==> config.mk <==
export PLATFORM = sky130hd
export DESIGN_NAME = dmem_ctrl
export DESIGN_NICKNAME = d
export VERILOG_FILES = /design/src/rtl/dmem_ctrl_pkg.sv /design/src/rtl/dmem_lane.sv /design/src/rtl/dmem_ctrl.sv
export SDC_FILE = /design/constraint.sdc
export NUM_CORES = 1
export LEC_CHECK = 0
export CAP_MARGIN = 10
export CELL_PAD_IN_SITES_DETAIL_PLACEMENT = 1
export CELL_PAD_IN_SITES_GLOBAL_PLACEMENT = 1
export CORE_ASPECT_RATIO = 0.6
export CORE_MARGIN = 2
export CORE_UTILIZATION = 50
export CTS_CLUSTER_DIAMETER = 120
export DETAILED_ROUTE_END_ITERATION = 8
export DONT_BUFFER_PORTS = 1
export PLACE_DENSITY_LB_ADDON = 0.15
export REMOVE_ABC_BUFFERS = 1
export SYNTH_ARGS = -nofsm -noshare
export SYNTH_HDL_FRONTEND = slang
export SYNTH_SLANG_ARGS = --single-unit
==> constraint.sdc <==
create_clock -name clk -period 7.2 [get_ports clk]
set_input_delay 2.16 -clock clk [delete_from_list [all_inputs] [get_ports clk]]
set_output_delay 2.16 -clock clk [all_outputs]
set_load 0.01 [all_outputs]
==> src/rtl/dmem_ctrl_pkg.sv <==
// Shared widths, RISC-V load/store width codes and FSM states for the dmem
// load/store controller.
package dmem_ctrl_pkg;

  localparam int XLEN = 32;

  localparam logic [2:0] F3_B  = 3'b000;
  localparam logic [2:0] F3_H  = 3'b001;
  localparam logic [2:0] F3_W  = 3'b010;
  localparam logic [2:0] F3_BU = 3'b100;
  localparam logic [2:0] F3_HU = 3'b101;

  typedef enum logic [2:0] {
    S_IDLE     = 3'd0,
    S_ISSUE_RD = 3'd1,
    S_WAIT_RD  = 3'd2,
    S_ISSUE_WR = 3'd3,
    S_RESP     = 3'd4
  } state_t;

  // Misaligned halfword/word, reserved width codes, or unsigned-width stores.
  function automatic logic access_err(input logic       we,
                                      input logic [2:0] f3,
                                      input logic [1:0] addr_lo);
    logic illegal;
    logic misaligned;
    illegal    = (f3 == 3'b011) || (f3 == 3'b110) || (f3 == 3'b111) ||
                 (we && f3[2]);
    misaligned = ((f3[1:0] == 2'b01) && addr_lo[0]) ||
                 ((f3 == F3_W) && (addr_lo != 2'b00));
    return illegal || misaligned;
  endfunction

endpackage

==> src/rtl/dmem_lane.sv <==
// Byte/halfword lane logic: load extraction with sign/zero extension, and the
// merge of narrow store data into a previously read word.
module dmem_lane
  import dmem_ctrl_pkg::*;
(
  input  logic [XLEN-1:0] i_word,
  input  logic [1:0]      i_addr_lo,
  input  logic [2:0]      i_funct3,
  input  logic [XLEN-1:0] i_wdata,
  output logic [XLEN-1:0] o_load,
  output logic [XLEN-1:0] o_merged
);

  logic [7:0]  w_byte;
  logic [15:0] w_half;

  assign w_byte = i_word[{i_addr_lo, 3'b000} +: 8];
  assign w_half = i_word[{i_addr_lo[1], 4'b0000} +: 16];

  always_comb begin
    // NOTE: every combinational output gets a value on every path (default
    // or default assignment first), otherwise synthesis infers a latch.
    case (i_funct3)
      F3_B:    o_load = {{24{w_byte[7]}}, w_byte};
      F3_BU:   o_load = {24'b0, w_byte};
      F3_H:    o_load = {{16{w_half[15]}}, w_half};
      F3_HU:   o_load = {16'b0, w_half};
      F3_W:    o_load = i_word;
      default: o_load = '0;
    endcase
  end

  always_comb begin
    o_merged = i_word;
    case (i_funct3[1:0])
      2'b00:   o_merged[{i_addr_lo, 3'b000} +: 8]     = i_wdata[7:0];
      2'b01:   o_merged[{i_addr_lo[1], 4'b0000} +: 16] = i_wdata[15:0];
      default: o_merged = i_wdata;
    endcase
  end

endmodule

==> src/rtl/dmem_ctrl.sv <==
// Two-port (core / debug) round-robin arbiter and load/store sequencer in
// front of the word-addressed dmem; narrow stores become read-modify-write.
module dmem_ctrl
  import dmem_ctrl_pkg::*;
(
  input  logic            clk,
  input  logic            rst,
  input  logic            core_req_valid,
  output logic            core_req_ready,
  input  logic            core_we,
  input  logic [2:0]      core_funct3,
  input  logic [XLEN-1:0] core_addr,
  input  logic [XLEN-1:0] core_wdata,
  output logic            core_resp_valid,
  output logic [XLEN-1:0] core_rdata,
  output logic            core_err,
  input  logic            dbg_req_valid,
  output logic            dbg_req_ready,
  input  logic            dbg_we,
  input  logic [XLEN-1:0] dbg_addr,
  input  logic [XLEN-1:0] dbg_wdata,
  output logic            dbg_resp_valid,
  output logic [XLEN-1:0] dbg_rdata,
  output logic [XLEN-1:0] mem_addr,
  output logic [XLEN-1:0] mem_wdata,
  output logic            mem_we,
  input  logic [XLEN-1:0] mem_rdata
);

  state_t          r_state;
  logic            r_last_dbg;
  logic            r_port_dbg;
  logic            r_we;
  logic [1:0]      r_addr_lo;
  logic [2:0]      r_f3;
  logic [XLEN-1:0] r_wdata;
  logic [XLEN-1:0] r_mem_addr;
  logic [XLEN-1:0] r_mem_wdata;
  logic            r_mem_we;
  logic            r_core_resp_valid;
  logic            r_core_err;
  logic [XLEN-1:0] r_core_rdata;
  logic            r_dbg_resp_valid;
  logic [XLEN-1:0] r_dbg_rdata;

  logic            w_grant_core;
  logic            w_grant_dbg;
  logic            w_accept;
  logic            w_we;
  logic            w_err;
  logic [2:0]      w_f3;
  logic [XLEN-1:0] w_addr;
  logic [XLEN-1:0] w_wdata;
  logic [XLEN-1:0] w_load;
  logic [XLEN-1:0] w_merged;

  // On contention the port that did not win last time gets the grant.
  assign w_grant_core = core_req_valid && (!dbg_req_valid || r_last_dbg);
  assign w_grant_dbg  = dbg_req_valid && (!core_req_valid || !r_last_dbg);

  assign core_req_ready = !rst && (r_state == S_IDLE) && w_grant_core;
  assign dbg_req_ready  = !rst && (r_state == S_IDLE) && w_grant_dbg;
  assign w_accept       = (r_state == S_IDLE) && (w_grant_core || w_grant_dbg);

  assign w_we    = w_grant_dbg ? dbg_we    : core_we;
  assign w_f3    = w_grant_dbg ? F3_W      : core_funct3;
  assign w_addr  = w_grant_dbg ? dbg_addr  : core_addr;
  assign w_wdata = w_grant_dbg ? dbg_wdata : core_wdata;
  assign w_err   = w_grant_core && access_err(core_we, core_funct3, core_addr[1:0]);

  dmem_lane u_lane (
    .i_word    (mem_rdata),
    .i_addr_lo (r_addr_lo),
    .i_funct3  (r_f3),
    .i_wdata   (r_wdata),
    .o_load    (w_load),
    .o_merged  (w_merged)
  );

  // NOTE: all state here is written with non-blocking assignments so every
  // register samples the pre-edge values, independent of statement order.
  always_ff @(posedge clk) begin
    if (rst) begin
      r_state           <= S_IDLE;
      r_last_dbg        <= 1'b1;
      r_port_dbg        <= 1'b0;
      r_we              <= 1'b0;
      r_addr_lo         <= '0;
      r_f3              <= '0;
      r_wdata           <= '0;
      r_mem_addr        <= '0;
      r_mem_wdata       <= '0;
      r_mem_we          <= 1'b0;
      r_core_resp_valid <= 1'b0;
      r_core_err        <= 1'b0;
      r_core_rdata      <= '0;
      r_dbg_resp_valid  <= 1'b0;
      r_dbg_rdata       <= '0;
    end else begin
      // Response outputs are single-cycle pulses; data reads 0 outside them.
      r_core_resp_valid <= 1'b0;
      r_core_err        <= 1'b0;
      r_core_rdata      <= '0;
      r_dbg_resp_valid  <= 1'b0;
      r_dbg_rdata       <= '0;
      case (r_state)
        S_IDLE: begin
          if (w_accept) begin
            r_last_dbg <= w_grant_dbg;
            r_port_dbg <= w_grant_dbg;
            r_we       <= w_we;
            r_f3       <= w_f3;
            r_addr_lo  <= w_addr[1:0];
            r_wdata    <= w_wdata;
            if (w_err) begin
              r_state           <= S_RESP;
              r_core_resp_valid <= 1'b1;
              r_core_err        <= 1'b1;
            end else begin
              r_mem_addr <= {w_addr[XLEN-1:2], 2'b00};
              if (w_we && (w_f3 == F3_W)) begin
                r_state     <= S_ISSUE_WR;
                r_mem_we    <= 1'b1;
                r_mem_wdata <= w_wdata;
              end else begin
                r_state <= S_ISSUE_RD;
              end
            end
          end
        end
        S_ISSUE_RD: r_state <= S_WAIT_RD;
        S_WAIT_RD: begin
          if (r_we) begin
            r_state     <= S_ISSUE_WR;
            r_mem_we    <= 1'b1;
            r_mem_wdata <= w_merged;
          end else begin
            r_state <= S_RESP;
            if (r_port_dbg) begin
              r_dbg_resp_valid <= 1'b1;
              r_dbg_rdata      <= w_load;
            end else begin
              r_core_resp_valid <= 1'b1;
              r_core_rdata      <= w_load;
            end
          end
        end
        S_ISSUE_WR: begin
          r_state  <= S_RESP;
          r_mem_we <= 1'b0;
          if (r_port_dbg) r_dbg_resp_valid  <= 1'b1;
          else            r_core_resp_valid <= 1'b1;
        end
        S_RESP:  r_state <= S_IDLE;
        default: r_state <= S_IDLE;
      endcase
    end
  end

  assign core_resp_valid = r_core_resp_valid;
  assign core_rdata      = r_core_rdata;
  assign core_err        = r_core_err;
  assign dbg_resp_valid  = r_dbg_resp_valid;
  assign dbg_rdata       = r_dbg_rdata;
  assign mem_addr        = r_mem_addr;
  assign mem_wdata       = r_mem_wdata;
  assign mem_we          = r_mem_we;

endmodule

==> results.toml, run 1 <==
[pwr]
power-per-cell-area_nw_per_um2 = 334.1
power.leakage_nw = 3.008
overall_power_w = 0.002819
vdd_drop_max_uv = 202.9

[final_layout]
syn2layout_area_growth_pct = 7.183
drive_above_1_share_pct = 10.05
fillCellCount = 1706
design.final.nets = 947
stdcell_count = 989
layout.core_utilization_pct = 54.90
n_antenna_cell = 0

[die]
row_count = 35
floorplan.core_area_um2 = 15370
initial_core_util_pct = 51.23
chipHeight_um = 101.2
ioPinCount = 303
die_w_um = 166.0
dieArea_um2 = 16800

[sta]
unrepaired_setup_endpoints_after_global_routing = "false"
fmaxAchievable_ghz = 0.2061
setup_ws_ns = 2.348
timing.clock.skew_ns = 0.01312
finalMaxSlewViolations = 0
finalSetupViolations = 0
layout_min_cycle_time_ns = 4.852
worst_slew_pin_slew_ns = 1.266
timing_hold_violations_final = 0
final.hold.worst_slack_ns = 0.5127
fin_crit_sh_pct = 67.40
timing.slew.headroom_pct = 14.95

[synth]
dominantRegCellSynth = "sky130_fd_sc_hd__dfxtp_1"
yosys-top-cells-area = "sky130_fd_sc_hd__dfxtp_1 44%, sky130_fd_sc_hd__mux2i_1 8.6%, sky130_fd_sc_hd__a211oi_1 6.1%"
yosys_warnings = 0
synthMuxAreaShare_pct = 10.22
synth.yosys.seq_area_share_pct = 43.99
yosys.area_share.adder_pct = 0.7945
synth.lib_cells_used.distinct = 61
netlist_instances = 827
synth_most_common_cell = "sky130_fd_sc_hd__dfxtp_1"
synth_enable_flop_cells = 0
post_synth.cell_area_avg_um2 = 9.521
synth_xor_area_share_pct = 0
synth_top_family_by_area = "compound AO/OA/AOI/OAI gates"
post-synth-top-area-fraction_pct = 43.99
synth_compound_area_share_pct = 23.88
synthSimpleGateAreaFrac_pct = 15.45
synth.largest_area_cell = "sky130_fd_sc_hd__dfxtp_1"
mappedNetlistArea_um2 = 7874
yosys_register_bits = 173
async_flop_share_pct = 0
synth_commonest_cells = "173 x sky130_fd_sc_hd__dfxtp_1, 107 x sky130_fd_sc_hd__nor2_1, 68 x sky130_fd_sc_hd__mux2i_1"

[setup_path]
rr_worst_depth = 7
signal_arrival_time_at_the_worst_endpoint_ns = 2.69
critical_path_peak_fanout = 6
startpoint_type = "input port"
worst_setup_path_end_kind = "output port"
worst-setup-path-type = "input port to output port"
worst_ep_required_time_ns = 5.04

[cts]
cts.hold.buffers_added = 0
clock_tree_from_tritoncts = "done"
post-cts-setup-buffers = 0
clock-sinks = 173
cts-htree-levels = 4
inserted_clock_buffers = 17
worstSkewPairLatency_ns = 0.43
postCtsResizedCells = 0
clkTransAtPathRegs_ns = 0.07
cts.root.buffer_cell = "sky130_fd_sc_hd__clkbuf_16"
clock_path_buffers = 2

[outcome]
outcome = "finished clean"

[routing]
first_iter_violations = 505
route.detailed.wl_per_inst_um = 25.78
routed_wirelength_mm = 25.50
route.detailed.drc = 0
detail_route.vias_per_cell = 6.764
dr.pass1.iters = 8
detail-route-antenna-nets = 0
num_vias = 6690

[global_routing]
globalRouteTotalUtil_pct = 29.48
grt_pass1_vias = 6712
grt_max_degree = 133
grt_antenna_before_repair = 0
grt_overflow = 0
grt_pass1_wl_mm = 38.75

[min_path]
hold_path_depth = 2
min_path_type = "flop to flop"

[placement]
dpl_worst_slack_ns = 2.301
port_buffers = 0
placed_cells_incl_taps = 956
hpwlAfterDp_mm = 17.57
finalWeightedCongestion = 0.8251

[run]
maxCapViolCount = 0
per-stage QoR:
stage          area (um^2)  TNS [ns]
3_3_place_gp          7795         0
6_report              8439         0
3_5_place_dp          7795         0
5_1_grt               8439         0
4_1_cts               8412         0
2_1_floorplan         7453   -0.1195
flip-flops by register name, summed over array words and instances, names as in the netlist:
name	cells
core_resp_valid	1
core_err	1
r_addr_lo	2
mem_wdata	32
mem_addr	30
r_we	1
r_state	3
r_wdata	32
r_f3	3
dbg_rdata	32
dbg_resp_valid	1
r_last_dbg	1
core_rdata	32
r_port_dbg	1
mem_we	1
routing by layer:
layer / vias to the layer above / GRT usage [%] / routed length, um
met4: 0 / 8.094 / 331
met5: - / 0 / 0
met1: 3353 / 37.15 / 10650
met3: 30 / 8.910 / 2165
li1: 3008 / - / -
met2: 299 / 49.92 / 12350
layout by cell type, fill, tap and decap left out, types with 7 or more instances in the layout:
cell type	synthesis	routed
sky130_fd_sc_hd__dfxtp_1	173	173
sky130_fd_sc_hd__nor2_1	107	107
sky130_fd_sc_hd__mux2i_1	68	68
sky130_fd_sc_hd__a211oi_1	64	64
sky130_fd_sc_hd__a21oi_1	48	48
sky130_fd_sc_hd__nand2_1	35	34
sky130_fd_sc_hd__nand3_1	33	33
sky130_fd_sc_hd__a221oi_1	32	32
sky130_fd_sc_hd__nand4b_1	23	23
sky130_fd_sc_hd__o21ai_0	18	18
sky130_fd_sc_hd__a221o_1	17	17
sky130_fd_sc_hd__clkbuf_16	0	17
sky130_fd_sc_hd__a32o_1	15	15
sky130_fd_sc_hd__buf_4	5	10
sky130_fd_sc_hd__mux2_2	9	9
sky130_fd_sc_hd__o31ai_2	9	9
sky130_fd_sc_hd__a41oi_1	8	8
sky130_fd_sc_hd__nand2b_1	7	7
sky130_fd_sc_hd__nor2b_1	7	7
sky130_fd_sc_hd__a222oi_1	7	7
sky130_fd_sc_hd__inv_8	0	7
worst paths after layout:
path,start,to,slack [ns]
hold reg to reg,r_wdata[28]$_SDFFE_PP0P_,r_wdata[28]$_SDFFE_PP0P_,0.51
setup reg to reg,r_last_dbg$_SDFFE_PP1P_,mem_wdata[22]$_SDFFE_PP0P_,4.05
setup / recovery,dbg_req_valid,core_req_ready,2.35
hold / removal,r_wdata[28]$_SDFFE_PP0P_,r_wdata[28]$_SDFFE_PP0P_,0.51
report_power, final:
group          switching, W  total [W]  internal, W
Clock              0.000454   0.000960     0.000506
Sequential         0.000125    0.00119      0.00107
Combinational      0.000437   0.000666     0.000229
critical path, cell delays in order:
cell and delay (ns):
sky130_fd_sc_hd__nand2b_1 0.15, sky130_fd_sc_hd__nand3_1 0.14, sky130_fd_sc_hd__nor2_1 0.24
cell type report:
type / count / area [um^2] / share of cell area (%)
clock buffer: 17 / 425.4 / 5.041
clock inverter: 15 / 191.4 / 2.268
sequential: 173 / 3463 / 41.04
tap: 203 / 254.0 / 3.010
multi-input combinational: 565 / 3984 / 47.21
inverter: 5 / 18.77 / 0.2224
timing repair buffer: 11 / 102.6 / 1.216
cells by family (layout without fill, tap and decap cells):
logic type               Yosys count  after routing
AO/OA/AOI/OAI                    241            241
buffers and inverters             90             48
other                              1              2
flip-flops                       173            173
multiplexers                      78             78
AND/OR/NAND/NOR                  239            239
adder cells (fa/ha/maj)            5              5
(Power assumes the default switching activity.)
==> run 2, diff against run 1 <==
ABC_AREA = 1   (was unset)
CORE_UTILIZATION = 39   (was 50)
clock period = 4.45 ns   (was 7.2 ns; I/O delays follow)
==> run 2 against run 1 <==
Effect of this change: synthesized cell count increased by 61%; flip-flop and latch count unchanged; synthesized area increased by 12%; critical path depth increased by 3; largest cell class unchanged.
==> results.toml, run 2 <==
[global_routing]
grt_antenna_before_repair = 0
grt_overflow = 0
globalRouteTotalUtil_pct = 27.77
grt_pass1_wl_mm = 50.19
grt_max_degree = 59
grt_pass1_vias = 8325

[cts]
clock_tree_from_tritoncts = "done"
cts.root.buffer_cell = "sky130_fd_sc_hd__clkbuf_16"
worstSkewPairLatency_ns = 0.45
postCtsResizedCells = 0
cts-htree-levels = 4
clkTransAtPathRegs_ns = 0.07
clock-sinks = 173
inserted_clock_buffers = 17
clock_path_buffers = 2
post-cts-setup-buffers = 0
cts.hold.buffers_added = 0

[pwr]
power.leakage_nw = 4.147
vdd_drop_max_uv = 369.4
power-per-cell-area_nw_per_um2 = 614.9

[placement]
hpwlAfterDp_mm = 24.65
placed_cells_incl_taps = 1573
finalWeightedCongestion = 0.8857
port_buffers = 0
dpl_worst_slack_ns = 0.9439

[synth]
yosys_register_bits = 173
post-synth-top-area-fraction_pct = 39.33
async_flop_share_pct = 0
synth.largest_area_cell = "sky130_fd_sc_hd__dfxtp_1"
dominantRegCellSynth = "sky130_fd_sc_hd__dfxtp_1"
yosys_warnings = 0
synth.lib_cells_used.distinct = 36
mappedNetlistArea_um2 = 8806
netlist_instances = 1333
synth_most_common_cell = "sky130_fd_sc_hd__nand2_1"
synth_enable_flop_cells = 0
post_synth.cell_area_avg_um2 = 6.606
synth.yosys.seq_area_share_pct = 39.33
synth_commonest_cells = "387 x sky130_fd_sc_hd__nand2_1, 189 x sky130_fd_sc_hd__nor2_1, 173 x sky130_fd_sc_hd__dfxtp_1"
yosys-top-cells-area = "sky130_fd_sc_hd__dfxtp_1 39%, sky130_fd_sc_hd__nand2_1 16%, sky130_fd_sc_hd__nor2_1 8.1%"

[routing]
routed_wirelength_mm = 33.01
num_vias = 8719
route.detailed.wl_per_inst_um = 20.57
first_iter_violations = 619
detail_route.vias_per_cell = 5.432
dr.pass1.iters = 5
routed-wl-met3_mm = 2.794
met2_wirelength_mm = 13.97
route.detailed.drc = 0
drt-met1-wl_mm = 15.99
top_layer = "met4"
detail-route-antenna-nets = 0

[die]
dieArea_um2 = 23840
ioPinCount = 303
floorplan.core_area_um2 = 22120
initial_core_util_pct = 39.80
row_count = 42
chipHeight_um = 120.4
die_w_um = 198.0

[setup_path]
startpoint_type = "input port"
worst_ep_required_time_ns = 3.12
critical_path_peak_fanout = 3
signal_arrival_time_at_the_worst_endpoint_ns = 1.93
worst-setup-path-type = "input port to output port"
worst_setup_path_end_kind = "output port"

[outcome]
outcome = "finished clean"

[sta]
unrepaired_setup_endpoints_after_global_routing = "false"
layout_min_cycle_time_ns = 3.264
fin_crit_sh_pct = 73.34
timing.clock.skew_ns = 0.01144
worst_slew_pin_slew_ns = 0.7417
fin_tns_setup_ns = 0
timing.slew.headroom_pct = 50.50
setup_ws_ns = 1.186
fmaxAchievable_ghz = 0.3064
finalMaxSlewViolations = 0
finalSetupViolations = 0
final.hold.worst_slack_ns = 0.4622
timing_hold_violations_final = 0

[final_layout]
design.final.nets = 1459
syn2layout_area_growth_pct = 7.815
n_antenna_cell = 0
stdcell_count = 1605
drive_above_1_share_pct = 8.481
layout_commonest_cell = "sky130_fd_sc_hd__nand2_1"
leading_cell_types_in_the_layout_fill_and_taps_excluded = "386 x sky130_fd_sc_hd__nand2_1, 189 x sky130_fd_sc_hd__nor2_1, 173 x sky130_fd_sc_hd__dfxtp_1"

[run]
maxCapViolCount = 0

[min_path]
min_path_type = "flop to flop"
## run 2: cell families (layout without fill, tap and decap cells)
logic type / Yosys count / count (layout) / synth area share, %
buf+inv: 199 / 162 / 9.449
flops: 173 / 173 / 39.33
mux: 30 / 30 / 3.836
compound gates: 258 / 258 / 15.91
other cells: 1 / 2 / 0.04258
simple gates: 667 / 667 / 30.72
fa+ha+maj: 5 / 5 / 0.7104
## run 2: cell type report
| type | count | area [um^2] |
|---|---|---|
| clock buffers | 18 | 429.2 |
| repair buffers | 14 | 125.1 |
| inverters | 117 | 442.9 |
| flip-flops and latches | 173 | 3463 |
| fillers | 2880 | 12630 |
| well taps | 308 | 385.4 |
| clock inverters | 13 | 126.4 |
| multi-input cells | 962 | 4522 |
## run 2: path summary, 6_finish.rpt
| kind | start | to | slack [ns] | cells after the start |
|---|---|---|---|---|
| worst max-delay path | core_req_valid | dbg_req_ready | 1.19 | 6 |
| worst min register to register | r_wdata[29]$_SDFFE_PP0P_ | r_wdata[29]$_SDFFE_PP0P_ | 0.46 | 2 |
| worst min-delay path | r_wdata[29]$_SDFFE_PP0P_ | r_wdata[29]$_SDFFE_PP0P_ | 0.46 | 2 |
| worst max register to register | r_state[0]$_SDFFE_PP0P_ | mem_addr[31]$_SDFFE_PP0P_ | 1.67 | 9 |
## run 2: critical path: stages
cell and delay [ns]:
sky130_fd_sc_hd__nand2_1 0.11, sky130_fd_sc_hd__nand2_4 0.07, sky130_fd_sc_hd__nor2_1 0.10, sky130_fd_sc_hd__inv_1 0.08, sky130_fd_sc_hd__nor2_1 0.10, sky130_fd_sc_hd__buf_4 0.14
## run 2: per-stage QoR
stage | area, um^2 | utilization, % | power (W)
6_report | 9494 | 42.91 | 0.005838
5_1_grt | 9494 | 42.91 | 0.006262
4_1_cts | 9467 | 42.79 | 0.005843
3_5_place_dp | 8911 | 40.28 | 0.004378
3_3_place_gp | 8911 | 40.28 | 0.004309
2_1_floorplan | 8421 | - | 0.003678
## run 2: power breakdown
group | internal (W) | switching (W)
sequential | 0.00185 | 0.000334
combinational | 0.000624 | 0.00157
clock | 0.000738 | 0.000724
total | 0.00321 | 0.00262
## run 2: per-layer routing
layer,up-vias,global-route usage [%]
li1,4174,-
met1,4226,40.91
met2,298,40.96
met3,21,6.890
met4,0,5.263
met5,-,0
